$ cat config.mk
export PLATFORM = sky130hd
export DESIGN_NAME = riscv_decode_stage
export DESIGN_NICKNAME = d
export VERILOG_FILES = /design/src/rtl/riscv_decode_stage.sv
export SDC_FILE = /design/constraint.sdc
export NUM_CORES = 1
export LEC_CHECK = 0
export ABC_AREA = 1
export BUFFER_PORTS_ARGS = -buffer_cell sky130_fd_sc_hd__buf_2
export CORE_ASPECT_RATIO = 0.6
export CORE_MARGIN = 3
export CORE_UTILIZATION = 45
export DETAILED_ROUTE_END_ITERATION = 16
export GPL_TIMING_DRIVEN = 1
export PLACE_DENSITY = 0.74
export RECOVER_POWER = 100
export SYNTH_ARGS = -nofsm -noshare
export SYNTH_HDL_FRONTEND = slang
export SYNTH_SLANG_ARGS = --single-unit
$ cat constraint.sdc
create_clock -name clk -period 2.68 [get_ports clk]
set_clock_uncertainty 0.05 [all_clocks]
set_input_delay 0.536 -clock clk [delete_from_list [all_inputs] [get_ports clk]]
set_output_delay 0.536 -clock clk [all_outputs]
set_load 0.02 [all_outputs]
$ cat src/rtl/riscv_decode_stage.sv
// riscv_decode_stage: decode-stage controller between fetch and execute.
// Holds up to two fetched words in a head/skid buffer behind a registered
// in_ready, decodes the immediate format of the head entry combinationally
// and drives the extended immediate together with inst/pc.
//
// Handshake: a transfer happens on a rising clk edge when valid and ready are
// both high; valid never depends on ready, and the offering side holds its
// payload stable until the transfer completes.
//
// Optional build macro: RISCV_DECODE_PERF_EN adds the stall_cnt output, a
// free-running 32-bit count of cycles with out_valid & !out_ready.

// Immediate extender: builds the sign/zero-extended immediate for one format.
// Bits [6:0] of the instruction never contribute to an immediate, so only
// inst[31:7] is brought in.
module riscv_extend #(
    parameter int WORD_LENGTH = 32
) (
    input  logic [WORD_LENGTH-1:7] inst_hi,
    input  logic [2:0]             imm_sel,
    output logic [WORD_LENGTH-1:0] imm
);

    localparam logic [2:0] SEL_NONE = 3'd0;
    localparam logic [2:0] SEL_I    = 3'd1;
    localparam logic [2:0] SEL_S    = 3'd2;
    localparam logic [2:0] SEL_B    = 3'd3;
    localparam logic [2:0] SEL_J    = 3'd4;
    localparam logic [2:0] SEL_U    = 3'd5;
    localparam logic [2:0] SEL_Z    = 3'd6;

    // Reassemble the scattered immediate fields of the selected format.
    always_comb begin
        imm = '0;
        case (imm_sel)
            SEL_I: imm = {{20{inst_hi[31]}}, inst_hi[31:20]};
            SEL_S: imm = {{20{inst_hi[31]}}, inst_hi[31:25], inst_hi[11:7]};
            SEL_B: imm = {{19{inst_hi[31]}}, inst_hi[31], inst_hi[7],
                          inst_hi[30:25], inst_hi[11:8], 1'b0};
            SEL_J: imm = {{11{inst_hi[31]}}, inst_hi[31], inst_hi[19:12],
                          inst_hi[20], inst_hi[30:21], 1'b0};
            SEL_U: imm = {inst_hi[31:12], 12'h000};
            SEL_Z: imm = {27'd0, inst_hi[19:15]};
            SEL_NONE: imm = '0;
            default: imm = '0;
        endcase
    end

endmodule

module riscv_decode_stage #(
    parameter int WORD_LENGTH = 32
) (
    input  logic                   clk,
    input  logic                   rst_n,
    input  logic                   flush,
    input  logic                   in_valid,
    output logic                   in_ready,
    input  logic [WORD_LENGTH-1:0] in_inst,
    input  logic [WORD_LENGTH-1:0] in_pc,
    output logic                   out_valid,
    input  logic                   out_ready,
    output logic [WORD_LENGTH-1:0] out_inst,
    output logic [WORD_LENGTH-1:0] out_pc,
    output logic [WORD_LENGTH-1:0] out_imm,
    output logic [2:0]             out_imm_sel,
    output logic                   out_illegal
`ifdef RISCV_DECODE_PERF_EN
    ,
    output logic [31:0]            stall_cnt
`endif
);

    // Buffer occupancy states.
    localparam logic [1:0] ST_EMPTY = 2'd0;
    localparam logic [1:0] ST_ONE   = 2'd1;
    localparam logic [1:0] ST_TWO   = 2'd2;

    localparam logic [2:0] SEL_NONE = 3'd0;
    localparam logic [2:0] SEL_I    = 3'd1;
    localparam logic [2:0] SEL_S    = 3'd2;
    localparam logic [2:0] SEL_B    = 3'd3;
    localparam logic [2:0] SEL_J    = 3'd4;
    localparam logic [2:0] SEL_U    = 3'd5;
    localparam logic [2:0] SEL_Z    = 3'd6;

    logic [1:0]             state_q, state_d;
    logic                   in_ready_q, in_ready_d;
    logic [WORD_LENGTH-1:0] head_inst_q, head_inst_d;
    logic [WORD_LENGTH-1:0] head_pc_q, head_pc_d;
    logic [WORD_LENGTH-1:0] skid_inst_q, skid_inst_d;
    logic [WORD_LENGTH-1:0] skid_pc_q, skid_pc_d;

    logic       in_fire;
    logic       out_fire;
    logic [2:0] imm_sel;
    logic       illegal;

    assign out_valid = (state_q != ST_EMPTY);
    assign in_ready  = in_ready_q;
    assign in_fire   = in_valid & in_ready_q;
    assign out_fire  = out_valid & out_ready;

    // Occupancy next-state; flush overrides both handshakes.
    always_comb begin
        state_d = state_q;
        if (flush) begin
            state_d = ST_EMPTY;
        end else begin
            case (state_q)
                ST_EMPTY: if (in_fire) state_d = ST_ONE;
                ST_ONE: begin
                    if (in_fire && !out_fire)      state_d = ST_TWO;
                    else if (out_fire && !in_fire) state_d = ST_EMPTY;
                end
                ST_TWO:   if (out_fire) state_d = ST_ONE;
                default:  state_d = ST_EMPTY;
            endcase
        end
        // Registered ready looks at where the buffer is going, not where it is.
        in_ready_d = (state_d != ST_TWO);
    end

    // Slot data movement: skid promotes to head when the head leaves in TWO.
    always_comb begin
        head_inst_d = head_inst_q;
        head_pc_d   = head_pc_q;
        skid_inst_d = skid_inst_q;
        skid_pc_d   = skid_pc_q;
        if (!flush) begin
            if (out_fire) begin
                if (state_q == ST_TWO) begin
                    head_inst_d = skid_inst_q;
                    head_pc_d   = skid_pc_q;
                end else if (in_fire) begin
                    head_inst_d = in_inst;
                    head_pc_d   = in_pc;
                end
            end else if (in_fire) begin
                if (state_q == ST_EMPTY) begin
                    head_inst_d = in_inst;
                    head_pc_d   = in_pc;
                end else begin
                    skid_inst_d = in_inst;
                    skid_pc_d   = in_pc;
                end
            end
        end
    end

    // Buffer state and slot registers.
    always_ff @(posedge clk or negedge rst_n) begin
        if (!rst_n) begin
            state_q     <= ST_EMPTY;
            in_ready_q  <= 1'b1;
            head_inst_q <= '0;
            head_pc_q   <= '0;
            skid_inst_q <= '0;
            skid_pc_q   <= '0;
        end else begin
            state_q     <= state_d;
            in_ready_q  <= in_ready_d;
            head_inst_q <= head_inst_d;
            head_pc_q   <= head_pc_d;
            skid_inst_q <= skid_inst_d;
            skid_pc_q   <= skid_pc_d;
        end
    end

    // Immediate format select from the head entry's opcode.
    always_comb begin
        imm_sel = SEL_NONE;
        illegal = 1'b0;
        case (head_inst_q[6:0])
            7'b0110111, 7'b0010111:            imm_sel = SEL_U;
            7'b1101111:                        imm_sel = SEL_J;
            7'b1100111, 7'b0000011, 7'b0010011: imm_sel = SEL_I;
            7'b0100011:                        imm_sel = SEL_S;
            7'b1100011:                        imm_sel = SEL_B;
            // funct3[2] separates the uimm CSR forms from csr-address forms.
            7'b1110011:                        imm_sel = head_inst_q[14] ? SEL_Z : SEL_I;
            7'b0110011, 7'b0001111:            imm_sel = SEL_NONE;
            default:                           illegal = 1'b1;
        endcase
    end

    riscv_extend #(
        .WORD_LENGTH(WORD_LENGTH)
    ) u_extend (
        .inst_hi (head_inst_q[WORD_LENGTH-1:7]),
        .imm_sel (imm_sel),
        .imm     (out_imm)
    );

    assign out_inst    = head_inst_q;
    assign out_pc      = head_pc_q;
    assign out_imm_sel = imm_sel;
    // An empty head slot holds zero, which is not a legal opcode; only report
    // illegal for a live entry.
    assign out_illegal = out_valid & illegal;

`ifdef RISCV_DECODE_PERF_EN
    logic [31:0] stall_cnt_q, stall_cnt_d;

    // Stall counter next value; wraps naturally, untouched by flush.
    always_comb begin
        stall_cnt_d = stall_cnt_q + {31'd0, (out_valid & ~out_ready)};
    end

    // Stall counter register.
    always_ff @(posedge clk or negedge rst_n) begin
        if (!rst_n) stall_cnt_q <= '0;
        else        stall_cnt_q <= stall_cnt_d;
    end

    assign stall_cnt = stall_cnt_q;
`endif

endmodule

==> flow_metrics.env <==
export IMPL_crit_chain="inv_1 > nand2_1 > nor2_4 > nand2_1 > nand4_1 > buf_4 > buf_4 > nand3_1 > nand3_1 > buf_4"
export IMPL_met2_usage_pct=30.2
export IMPL_rr_startpoint="state_q[0]$_DFF_PN0_"
export IMPL_ys_flop_type="dfrtp_1"
export IMPL_drt_iter0_drc=428
export IMPL_min_to="skid_inst_q[16]$_DFFE_PN0P_"
export IMPL_clkSlewWorstSetupHoldPaths_ns=0.06
export IMPL_ff2ff_path_depth=5
export IMPL_setup_violations=2
export IMPL_drc=0
export IMPL_clock_sinks=131
export IMPL_holdBufCountCts=0
export IMPL_worst_path_buf_inv=4
export IMPL_hold_depth=3
export IMPL_final_antenna_net_count=0
export IMPL_grt_met1_usage_pct=30.7
export IMPL_final_area_um2=8130
export IMPL_p_leak_nw=4.38
export IMPL_fmax_mhz=369
export IMPL_synth_edff_count=0
export IMPL_grt_ovfl_total=0
export IMPL_use_met3_pct=7.21
export IMPL_grt_busiest_layer="met1"
export IMPL_finalMaxSlewViolations=64
export IMPL_path_delay_family="simple AND/OR/NAND/NOR gates"
export IMPL_yosys_area_top_type_share_pct=50.9
export IMPL_seq_area_um2=3280
export IMPL_status="finished with violations"
export IMPL_min_from="in_inst[16]"
export IMPL_fill_cells=1253
export IMPL_synth_area_leader_cell="dfrtp_1"
export IMPL_num_rows=33
export IMPL_antenna_found_initial=3
export IMPL_path_class="flop to output port"
export IMPL_drv_cap=1
export IMPL_grt_pass1_vias=5350
export IMPL_slew_headroom_pct=-3.01
export IMPL_whs_ns=0.337
export IMPL_postPlaceCellArea_um2=7400
export IMPL_hold_path_class="input port to flop"
export IMPL_clkLatencyLatePin_ns=0.40
export IMPL_nets=1071
export IMPL_violations="max-capacitance violations, max-slew violations, negative setup slack"
export IMPL_synth_avg_cell_area_um2=7.59
export IMPL_synthCells=842
export IMPL_synth_area_um2=6390
export IMPL_finalSetupTns_ns=-0.0435
export IMPL_cts_buffers=17
export IMPL_layout_drive_gt1_share_pct=19.2
export IMPL_via_per_inst=4.86
export IMPL_r2r_end="out_inst[20]$_DFFE_PN0P_"
export IMPL_die_x_um=160
export IMPL_cts_tree="built"
export IMPL_crit_path_end_kind="output port"
export IMPL_dp_hpwl_mm=11.4
export IMPL_wl_mm=16.7
export IMPL_hold_viol=0
export IMPL_grt_max_degree=96
export IMPL_grt_pass1_wl_mm=26.7
export IMPL_portBuffers=170
export IMPL_rsz0062_at_grt="true"
export IMPL_worst_slew_pin_slew_ns=1.55
export IMPL_cp_max_fo=7
export IMPL_arrival_ns=2.13
export IMPL_yosysUniqueCellTypes=28
export IMPL_cts_path_max_buffers=2
export IMPL_p_per_area_nw_per_um2=776
export IMPL_placed_cells=1167
export IMPL_pin_count=171
export IMPL_finalNonFillerCells=1208
export IMPL_wl_per_cell_um=13.8
export IMPL_core_area_um2=13700
export IMPL_fin_ws_ns=-0.0323
export IMPL_track_usage_pct=21.1
export IMPL_async_flop_share_pct=100
export IMPL_timing_final_crit_share_pct=101
export IMPL_ys_seq_area_share_pct=51.3
export IMPL_rrSetupSlack_ns=0.94
export IMPL_path_common_cell="buf_4"
export IMPL_root_buffer="clkbuf_16"
export IMPL_syn2layout_area_growth_pct=27.2
export IMPL_synth_area_leaders="dfrtp_1 (51%), o21ai_0 (11%), nand2_1 (9.0%), inv_1 (8.2%), nor2_1 (6.6%)"
export IMPL_min_period_ns=2.71
export IMPL_multi_input_area_um2=2480
export IMPL_max_stage_delay_ns=0.42
export IMPL_start_util_pct=46.5
export IMPL_place_gp_congestion=0.921
export IMPL_crit_slowest_cell="dfrtp_1"
export IMPL_die_y_um=98.3
export IMPL_syn_nets=911
export IMPL_htreeDepth=4
export IMPL_vdd_drop_max_v=0.000481
export IMPL_synth_seq_cells=131
export IMPL_firstDrtPassIters=5
export IMPL_crit_path_start_kind="flop"
export IMPL_yosys_warnings=0
export IMPL_p_total_w=0.00631
export IMPL_vias=5870
export IMPL_critPathRequiredTime_ns=2.09
export IMPL_dieArea_um2=15700
report_power, final:
| group | total, W | switching [W] | internal [W] |
|---|---|---|---|
| Sequential | 0.00262 | 0.000213 | 0.00241 |
| Combinational | 0.00129 | 0.000890 | 0.000397 |
| Clock | 0.00240 | 0.000895 | 0.00150 |
| Total | 0.00631 | 0.00200 | 0.00431 |
worst max path at each step:
stage	startpoint	end	slack (ns)	cells past startpoint
after floorplan	out_inst[5]$_DFFE_PN0P_	out_illegal	0.50	7
after global placement	out_inst[3]$_DFFE_PN0P_	out_imm[29]	0.36	8
after detailed placement	out_inst[3]$_DFFE_PN0P_	out_imm[31]	0.30	8
after CTS	out_inst[3]$_DFFE_PN0P_	out_imm[31]	0.02	8
after global routing	out_inst[3]$_DFFE_PN0P_	out_imm[3]	-0.11	10
final	out_inst[2]$_DFFE_PN0P_	out_imm[3]	-0.03	10
worst reg2reg max path, cell delays in order (launching register included):
cell	delay [ns]
dfrtp_1	0.39
nand3b_1	0.28
a211oi_4	0.32
buf_4	0.34
nand2_1	0.17
o21ai_0	0.10
through the flow:
stage | setup WS (ns) | util, %
after floorplan | 0.498 | -
after global placement | 0.359 | 53.9
after detailed placement | 0.303 | 53.9
after CTS | 0.0220 | 58.5
after global routing | -0.109 | 59.1
final | -0.0323 | 59.1
cell usage after synthesis (3+ instances only):
cell,instances
nor2_1,113
o21ai_0,137
nor3_1,3
dfrtp_1,130
o22ai_1,5
a21oi_1,65
clkbuf_1,10
buf_2,33
inv_1,140
nand3_1,27
nand2_1,154
nand2_2,5
area by class of cell:
cell class | instances | area share (%)
sequential | 131 | 40.4
multi-input combinational | 526 | 30.6
timing repair buffer | 186 | 12.0
inverter | 140 | 6.47
clock buffer | 19 | 5.45
tap | 192 | 2.96
clock inverter | 13 | 2.11
antenna | 1 | 0.0308
layer usage:
layer	up-vias	share of wire [%]	wire [um]
met1	2683	49	8170
met5	-	0.17	29
met4	4	0.71	119
met3	17	8.7	1450
met2	200	42	6960
li1	2966	-	-
state kept, by name, summed over array words and instances (netlist names):
signal	cells
state_q	2
skid_inst_q	32
in_ready	1
out_inst	32
skid_pc_q	32
out_pc	32
cell families (layout without fill, tap and decap cells):
kind of cell           after synthesis  after routing  synth area share [%]
AND/OR/NAND/NOR                    314            315                  20.0
AO/OA/AOI/OAI                      211            211                  16.9
buffers and inverters              186            358                  11.8
flip-flops                         131            131                  51.3
other                                0              1                     0
placed cells by master, fill, tap and decap left out, drive strengths merged, types with 2 or more instances in the layout:
cell type,synthesis,layout
o22ai,5,5
clkbuf,10,76
nor2,117,117
clkinvlp,0,5
buf,36,129
nor3,3,3
nand3,29,30
o21ai,137,137
a21oi,66,66
dfrtp,130,130
inv,140,144
nand4,2,2
nand2,159,159
bufinv,0,3
what timing repair did:
action	4_1_cts	5_1_grt
gates cloned	0	1
endpoints found under the setup margin	15	29
gates resized for setup	4	36
pin swaps	0	7
buffers inserted	0	7
No activity file was read; power rests on OpenSTA's default activity.
